### config.mk
export PLATFORM = sky130hd
export DESIGN_NAME = load_access_unit
export DESIGN_NICKNAME = d
export VERILOG_FILES = /design/src/rtl/load_pkg.sv /design/src/rtl/lane_extract_extend.sv /design/src/rtl/load_access_unit.sv
export SDC_FILE = /design/constraint.sdc
export NUM_CORES = 1
export LEC_CHECK = 0
export CORE_ASPECT_RATIO = 1.5
export CORE_MARGIN = 5
export CORE_UTILIZATION = 40
export DETAILED_ROUTE_END_ITERATION = 12
export GPL_TIMING_DRIVEN = 1
export PLACE_DENSITY = 0.76
export SKIP_LAST_GASP = 1
export SYNTH_ARGS = -nofsm -noshare
export SYNTH_HDL_FRONTEND = slang
export SYNTH_SLANG_ARGS = --single-unit
export TNS_END_PERCENT = 30
### constraint.sdc
create_clock -name clk_i -period 6.1 [get_ports clk_i]
set_clock_uncertainty 0.2 [all_clocks]
set_input_delay 1.83 -clock clk_i [delete_from_list [all_inputs] [get_ports clk_i]]
set_output_delay 1.83 -clock clk_i [all_outputs]
set_load 0.005 [all_outputs]
### src/rtl/load_pkg.sv
// Shared definitions for the load access unit: funct3 codes, FSM states and
// the funct3 -> access-size decode used by the FSM.
package load_pkg;

  localparam logic [2:0] F3_LB  = 3'b000;
  localparam logic [2:0] F3_LH  = 3'b001;
  localparam logic [2:0] F3_LW  = 3'b010;
  localparam logic [2:0] F3_LD  = 3'b011;
  localparam logic [2:0] F3_LBU = 3'b100;
  localparam logic [2:0] F3_LHU = 3'b101;
  localparam logic [2:0] F3_LWU = 3'b110;

  typedef enum logic [2:0] {
    S_IDLE,
    S_REQ0,
    S_WAIT0,
    S_REQ1,
    S_WAIT1,
    S_RESP
  } load_state_e;

  typedef struct packed {
    logic       legal;
    logic [3:0] size;
  } size_dec_t;

  // LD and LWU only exist on a 64-bit datapath.
  function automatic size_dec_t decode_size(input logic [2:0] funct3,
                                            input logic       is_rv64);
    size_dec_t d;
    d.legal = 1'b0;
    d.size  = 4'd1;
    case (funct3)
      F3_LB, F3_LBU: begin
        d.legal = 1'b1;
        d.size  = 4'd1;
      end
      F3_LH, F3_LHU: begin
        d.legal = 1'b1;
        d.size  = 4'd2;
      end
      F3_LW: begin
        d.legal = 1'b1;
        d.size  = 4'd4;
      end
      F3_LD: begin
        d.legal = is_rv64;
        d.size  = 4'd8;
      end
      F3_LWU: begin
        d.legal = is_rv64;
        d.size  = 4'd4;
      end
      default: begin
        d.legal = 1'b0;
        d.size  = 4'd1;
      end
    endcase
    return d;
  endfunction

endpackage

### src/rtl/lane_extract_extend.sv
// Combinational byte-lane extraction and sign/zero extension of a load result
// taken from a pair of memory beats.
module lane_extract_extend
  import load_pkg::*;
#(
  parameter  int XLEN  = 32,
  localparam int OFF_W = $clog2(XLEN / 8)
) (
  input  logic [2*XLEN-1:0] beat_pair,
  input  logic [OFF_W-1:0]  offset,
  input  logic [2:0]        funct3,
  output logic [XLEN-1:0]   data
);

  logic [XLEN-1:0] low;
  logic [XLEN-1:0] keep_mask;
  logic [XLEN-1:0] top_mask;
  logic [6:0]      nbits;
  logic            sign;

  // keep_mask covers the loaded bytes; top_mask isolates their top bit.
  always_comb begin
    low       = XLEN'(beat_pair >> {offset, 3'b000});
    nbits     = 7'd8 << funct3[1:0];
    keep_mask = ~({XLEN{1'b1}} << nbits);
    top_mask  = keep_mask ^ (keep_mask >> 1);
    sign      = ~funct3[2] & (|(low & top_mask));
    data      = (low & keep_mask) | ({XLEN{sign}} & ~keep_mask);
  end

endmodule

### src/rtl/load_access_unit.sv
// Handshaked load unit: issues one or two aligned memory beats per request and
// returns the extended result. Define LOAD_MISALIGNED_EN to split misaligned loads.
module load_access_unit
  import load_pkg::*;
#(
  parameter int XLEN   = 32,
  parameter int ADDR_W = 32
) (
  input  logic              clk_i,
  input  logic              rst_ni,
  input  logic              req_valid_i,
  output logic              req_ready_o,
  input  logic [ADDR_W-1:0] req_addr_i,
  input  logic [2:0]        req_funct3_i,
  input  logic [4:0]        req_rd_i,
  output logic              mem_req_o,
  input  logic              mem_gnt_i,
  output logic [ADDR_W-1:0] mem_addr_o,
  input  logic              mem_rvalid_i,
  input  logic [XLEN-1:0]   mem_rdata_i,
  output logic              rsp_valid_o,
  input  logic              rsp_ready_i,
  output logic [XLEN-1:0]   rsp_data_o,
  output logic [4:0]        rsp_rd_o,
  output logic              rsp_fault_o
);

  localparam int   BYTES   = XLEN / 8;
  localparam int   OFF_W   = $clog2(BYTES);
  localparam logic IS_RV64 = (XLEN == 64);

  load_state_e       state_q;
  load_state_e       state_d;
  logic [ADDR_W-1:0] addr_q;
  logic [2:0]        funct3_q;
  logic [4:0]        rd_q;
  logic              fault_q;
  logic [XLEN-1:0]   beat0_q;
  logic [XLEN-1:0]   beat1_data;
  logic [XLEN-1:0]   ext_data;
  logic [ADDR_W-1:0] beat0_addr;
  logic [OFF_W-1:0]  req_off;
  logic              req_fault;
  size_dec_t         req_dec;

`ifdef LOAD_MISALIGNED_EN
  logic              split_q;
  logic              req_split;
  logic [XLEN-1:0]   beat1_q;
`endif

  assign req_dec    = decode_size(req_funct3_i, IS_RV64);
  assign req_off    = req_addr_i[OFF_W-1:0];
  assign beat0_addr = {addr_q[ADDR_W-1:OFF_W], {OFF_W{1'b0}}};

`ifdef LOAD_MISALIGNED_EN
  // A load needs a second beat when its bytes run past the end of the word.
  assign req_split  = (5'(req_off) + 5'(req_dec.size)) > 5'(BYTES);
  assign req_fault  = ~req_dec.legal;
  assign beat1_data = beat1_q;
`else
  assign req_fault  = ~req_dec.legal |
                      ((4'(req_off) & (req_dec.size - 4'd1)) != 4'd0);
  assign beat1_data = '0;
`endif

  lane_extract_extend #(
    .XLEN(XLEN)
  ) u_extract (
    .beat_pair({beat1_data, beat0_q}),
    .offset   (addr_q[OFF_W-1:0]),
    .funct3   (funct3_q),
    .data     (ext_data)
  );

  // Request fields are latched on acceptance; beats are captured on rvalid.
  always_ff @(posedge clk_i) begin
    if (!rst_ni) begin
      state_q  <= S_IDLE;
      addr_q   <= '0;
      funct3_q <= '0;
      rd_q     <= '0;
      fault_q  <= 1'b0;
      beat0_q  <= '0;
`ifdef LOAD_MISALIGNED_EN
      split_q  <= 1'b0;
      beat1_q  <= '0;
`endif
    end else begin
      state_q <= state_d;
      case (state_q)
        S_IDLE: begin
          if (req_valid_i) begin
            addr_q   <= req_addr_i;
            funct3_q <= req_funct3_i;
            rd_q     <= req_rd_i;
            fault_q  <= req_fault;
            beat0_q  <= '0;
`ifdef LOAD_MISALIGNED_EN
            split_q  <= req_split;
            beat1_q  <= '0;
`endif
          end
        end
        S_WAIT0: begin
          if (mem_rvalid_i) beat0_q <= mem_rdata_i;
        end
`ifdef LOAD_MISALIGNED_EN
        S_WAIT1: begin
          if (mem_rvalid_i) beat1_q <= mem_rdata_i;
        end
`endif
        default: ;
      endcase
    end
  end

  // Outputs are forced to their reset values while rst_ni is low so that an
  // outstanding memory request is dropped in the same cycle.
  always_comb begin
    state_d     = state_q;
    req_ready_o = 1'b0;
    mem_req_o   = 1'b0;
    mem_addr_o  = '0;
    rsp_valid_o = 1'b0;
    rsp_data_o  = '0;
    rsp_rd_o    = '0;
    rsp_fault_o = 1'b0;

    case (state_q)
      S_IDLE: begin
        req_ready_o = 1'b1;
        if (req_valid_i) state_d = req_fault ? S_RESP : S_REQ0;
      end
      S_REQ0: begin
        mem_req_o  = 1'b1;
        mem_addr_o = beat0_addr;
        if (mem_gnt_i) state_d = S_WAIT0;
      end
      S_WAIT0: begin
`ifdef LOAD_MISALIGNED_EN
        if (mem_rvalid_i) state_d = split_q ? S_REQ1 : S_RESP;
`else
        if (mem_rvalid_i) state_d = S_RESP;
`endif
      end
`ifdef LOAD_MISALIGNED_EN
      S_REQ1: begin
        mem_req_o  = 1'b1;
        mem_addr_o = beat0_addr + ADDR_W'(BYTES);
        if (mem_gnt_i) state_d = S_WAIT1;
      end
      S_WAIT1: begin
        if (mem_rvalid_i) state_d = S_RESP;
      end
`endif
      S_RESP: begin
        rsp_valid_o = 1'b1;
        rsp_data_o  = fault_q ? '0 : ext_data;
        rsp_rd_o    = rd_q;
        rsp_fault_o = fault_q;
        if (rsp_ready_i) state_d = S_IDLE;
      end
      default: state_d = S_IDLE;
    endcase

    if (!rst_ni) begin
      req_ready_o = 1'b1;
      mem_req_o   = 1'b0;
      mem_addr_o  = '0;
      rsp_valid_o = 1'b0;
      rsp_data_o  = '0;
      rsp_rd_o    = '0;
      rsp_fault_o = 1'b0;
    end
  end

endmodule
==> flow_summary_export.csv <==
group,metric,value,unit
synthesis,syn_avg_cell_area,8.207,µm²
pwr,p_clk_frac,0.471,
clock_tree,cts_resized,0,
synthesis,syn_inst,470,
finish,multiInputGateArea,0.002127,mm²
clock_tree,holdBufCountCts,0,
synthesis,synth_edf_count,0,
clock_tree,clk_pin_slew,50,ps
worst_setup_path,worstSetupPathType,"input pin to output port",
floorplan,num_rows,44,
min_path,holdCritPathClass,"flip-flop to flip-flop",
synthesis,synth_cell_types,42,
clock_tree,cts.path.max_buffers,2,
routing,wl_per_cell,15.86,µm
sta,post-route-min-period,5838,ps
finish,num_antenna_cells,0,
floorplan,boundaryPins,151,
run,max_cap_viol_count,0,
pwr,p_leak,0.002019,µW
routing,firstDrtPassIters,7,
routing,drt_wl_total,11330,µm
worst_setup_path,crit_fanout,16,
pwr,peakVddDrop,0.2021,mV
worst_setup_path,reg2reg_depth,4,
global_route,grt_max_degree,79,
sta,hold_viol,0,
status,run_status,"complete, no violations",
sta,setup_violations,0,
synthesis,synth_top_area_share,0.3944,
worst_setup_path,path_cells,"buf_2 -> and4b_1 -> nand2b_2 -> a2111o_1 -> o21ai_0 -> clkdlybuf4s50_1",
clock_tree,cts_tree,"yes",
pwr,seqPwrFrac,0.397,
clock_tree,h-tree-depth,3,
finish,nets,672,
synthesis,synth.largest_area_cell,"dfxtp_1",
pwr,power.share.switching,0.2186,
placed_design,hpwl,8276,µm
clock_tree,insertion_delay,330,ps
sta,tightest_slew,1103,ps
synthesis,synth_ff_type,"dfxtp_1",
placed_design,routabilityCongestion,0.8063,
min_path,hold_start,"addr_q[29]",
worst_setup_path,required,4070,ps
global_route,antenna_found_initial,0,
sta,max_freq,171.3,MHz
sta,final.setup.tns,0,ps
pwr,power_switching,299.6,µW
synthesis,synthTopCellsByArea,"dfxtp_1, nand2_1, a21boi_0",
worst_setup_path,cp.arrival,3810,ps
pwr,internal_power,1071,µW
routing,vias,3699,
finish,fill_cells,873,
clock_tree,cts_root_buffer,"clkbuf_16",
worst_setup_path,rrSetupSlack,3690,ps
sta,finalCritPeriodShare,0.9571,
synthesis,yosys_warnings,0,
finish,area_delta_synth_final,48.23,%
global_route,grt_pass1_wl,18290,µm
synthesis,ys_seq_elements,76,
pwr,power.density,239.7,mW/mm²
global_route,grt_pass1_vias,3786,
synthesis,syn_area,0.003857,mm²
worst_setup_path,regToRegEndpoint,"state_q[2]",
routing,drc,0,
synthesis,yosysSeqAreaShare,0.3944,
placed_design,port_buffers,148,
clock_tree,clock_sinks,76,
floorplan,dieArea,0.01175,mm²
clock_tree,cts_setup_buffers,0,
worst_setup_path,crit_path_top_delay_cell,"a2111o_1",
global_route,track_usage,0.1899,
routing,avgViaCountPerCell,5.181,
routing,antenna_left,0,
floorplan,initial_core_util,0.4027,
clock_tree,cts_buffers,9,
min_path,min_to,"addr_q[29]",
finish,seq_area,0.001521,mm²
sta,drv_slew,0,
sta,grt_setup_unrepaired,"no",
worst_setup_path,r2r-start,"state_q[1]",
pwr,combPwrFrac,0.132,
floorplan,die_x,90.18,µm
pwr,fin_total_pwr,1371,µW
global_route,grt.overflow.total,0,
synthesis,async_flop_share,0,
sta,max_slew_margin,0.2633,
routing,drt_first_iter_violations,183,
floorplan,die_h,130.3,µm
worst_setup_path,cpPeakStageDelay,690,ps
finish,drive_gt1_frac,0.06010,
worst_setup_path,crit_path_end_kind,"output port",
floorplan,coreArea,0.009579,mm²
min_path,hold_path_depth,2,
worst_setup_path,startpoint_type,"input pin",
-- cell usage after synthesis (2+ instances only) --
cell / count
o21ai_0: 7
inv_1: 4
and2_1: 36
mux2i_1: 16
a21oi_1: 14
buf_6: 2
or2_2: 3
buf_4: 5
nand2_1: 98
clkbuf_1: 27
nor2b_1: 42
dfxtp_1: 76
buf_2: 9
nor3_1: 2
a21boi_0: 43
a211oi_1: 16
o21ai_2: 2
a22oi_1: 32
nand3_1: 2
nor2_1: 12
-- state kept, by name, indices dropped and copies added, names as in the netlist --
| name | flops |
|---|---|
| funct3_q | 3 |
| beat0_q | 32 |
| fault_q | 1 |
| rd_q | 5 |
| addr_q | 32 |
| state_q | 3 |
-- per-layer routing --
layer,up-vias,share of wire,GRT usage,wire length [µm]
met5,-,0,0,0
met4,0,0.021,0.06748,233
met1,1702,0.39,0.2031,4423
li1,1839,-,-,-
met2,142,0.49,0.3353,5578
met3,16,0.096,0.08074,1092
-- layout make-up --
cell class | instances | share of cell area
multi-input cells | 346 | 0.3720
clock buffers | 12 | 0.04311
well taps | 115 | 0.02516
flip-flops and latches | 76 | 0.2661
clock inverters | 4 | 0.02101
inverters | 4 | 0.002626
repair buffers | 157 | 0.2700
-- worst max-delay path by stage --
stage	startpoint	to	slack, ps
2_1_floorplan	rst_ni	rsp_data_o[24]	1210
3_3_place_gp	rst_ni	mem_addr_o[4]	380
5_1_grt	rst_ni	rsp_data_o[18]	150
6_report	rst_ni	rsp_data_o[18]	260
4_1_cts	rst_ni	rsp_data_o[18]	300
3_5_place_dp	rst_ni	rsp_data_o[18]	300
-- cell usage in the layout (no fill, tap or decap), types with 4 or more instances in the layout --
cell type	count
a211oi_1	16
and2_1	36
nor2_1	11
mux2i_1	16
clkbuf_16	9
a21oi_1	14
o21ai_0	7
buf_4	9
nor2b_1	42
dfxtp_1	76
a21boi_0	43
nand2_1	98
inv_1	4
bufinv_16	4
clkdlybuf4s50_1	147
a22oi_1	32
-- metrics by stage --
step / setup WS [ps] / instance area (µm²) / util / hold slack, ps / instances
6_report: 262.0 / 5718 / 0.5969 / 257.3 / 714
4_1_cts: 298.0 / 5718 / 0.5969 / 261.6 / 714
2_1_floorplan: 1206 / 3861 / - / 238.8 / 471
3_3_place_gp: 375.0 / 5351 / 0.5586 / 247.1 / 698
5_1_grt: 150.9 / 5718 / 0.5969 / 287.9 / 714
3_5_place_dp: 297.6 / 5351 / 0.5586 / 253.9 / 698
-- worst max-delay path, delay by kind of cell --
kind / cells / cell delay (ps)
simple gates: 2 / 420
buf+inv: 2 / 650
compound gates: 2 / 910
-- power by group through the flow --
| stage | logic, µW | clock network (µW) | registers [µW] |
|---|---|---|---|
| 3_5_place_dp | 182 | 0 | 555 |
| 3_3_place_gp | 178 | 0 | 553 |
| 2_1_floorplan | 109 | 0 | 542 |
| 5_1_grt | 200 | 685 | 548 |
| 6_report | 181 | 645 | 545 |
| 4_1_cts | 183 | 662 | 545 |
-- cells by family after synthesis --
logic type,synth area share
AOI/OAI and AO/OA,0.2261
buffers and inverters,0.05968
other,0.0009721
and+or+nand+nor,0.2686
DFF,0.3944
muxes,0.05027
Note: power is estimated with default switching activity, not from simulation.
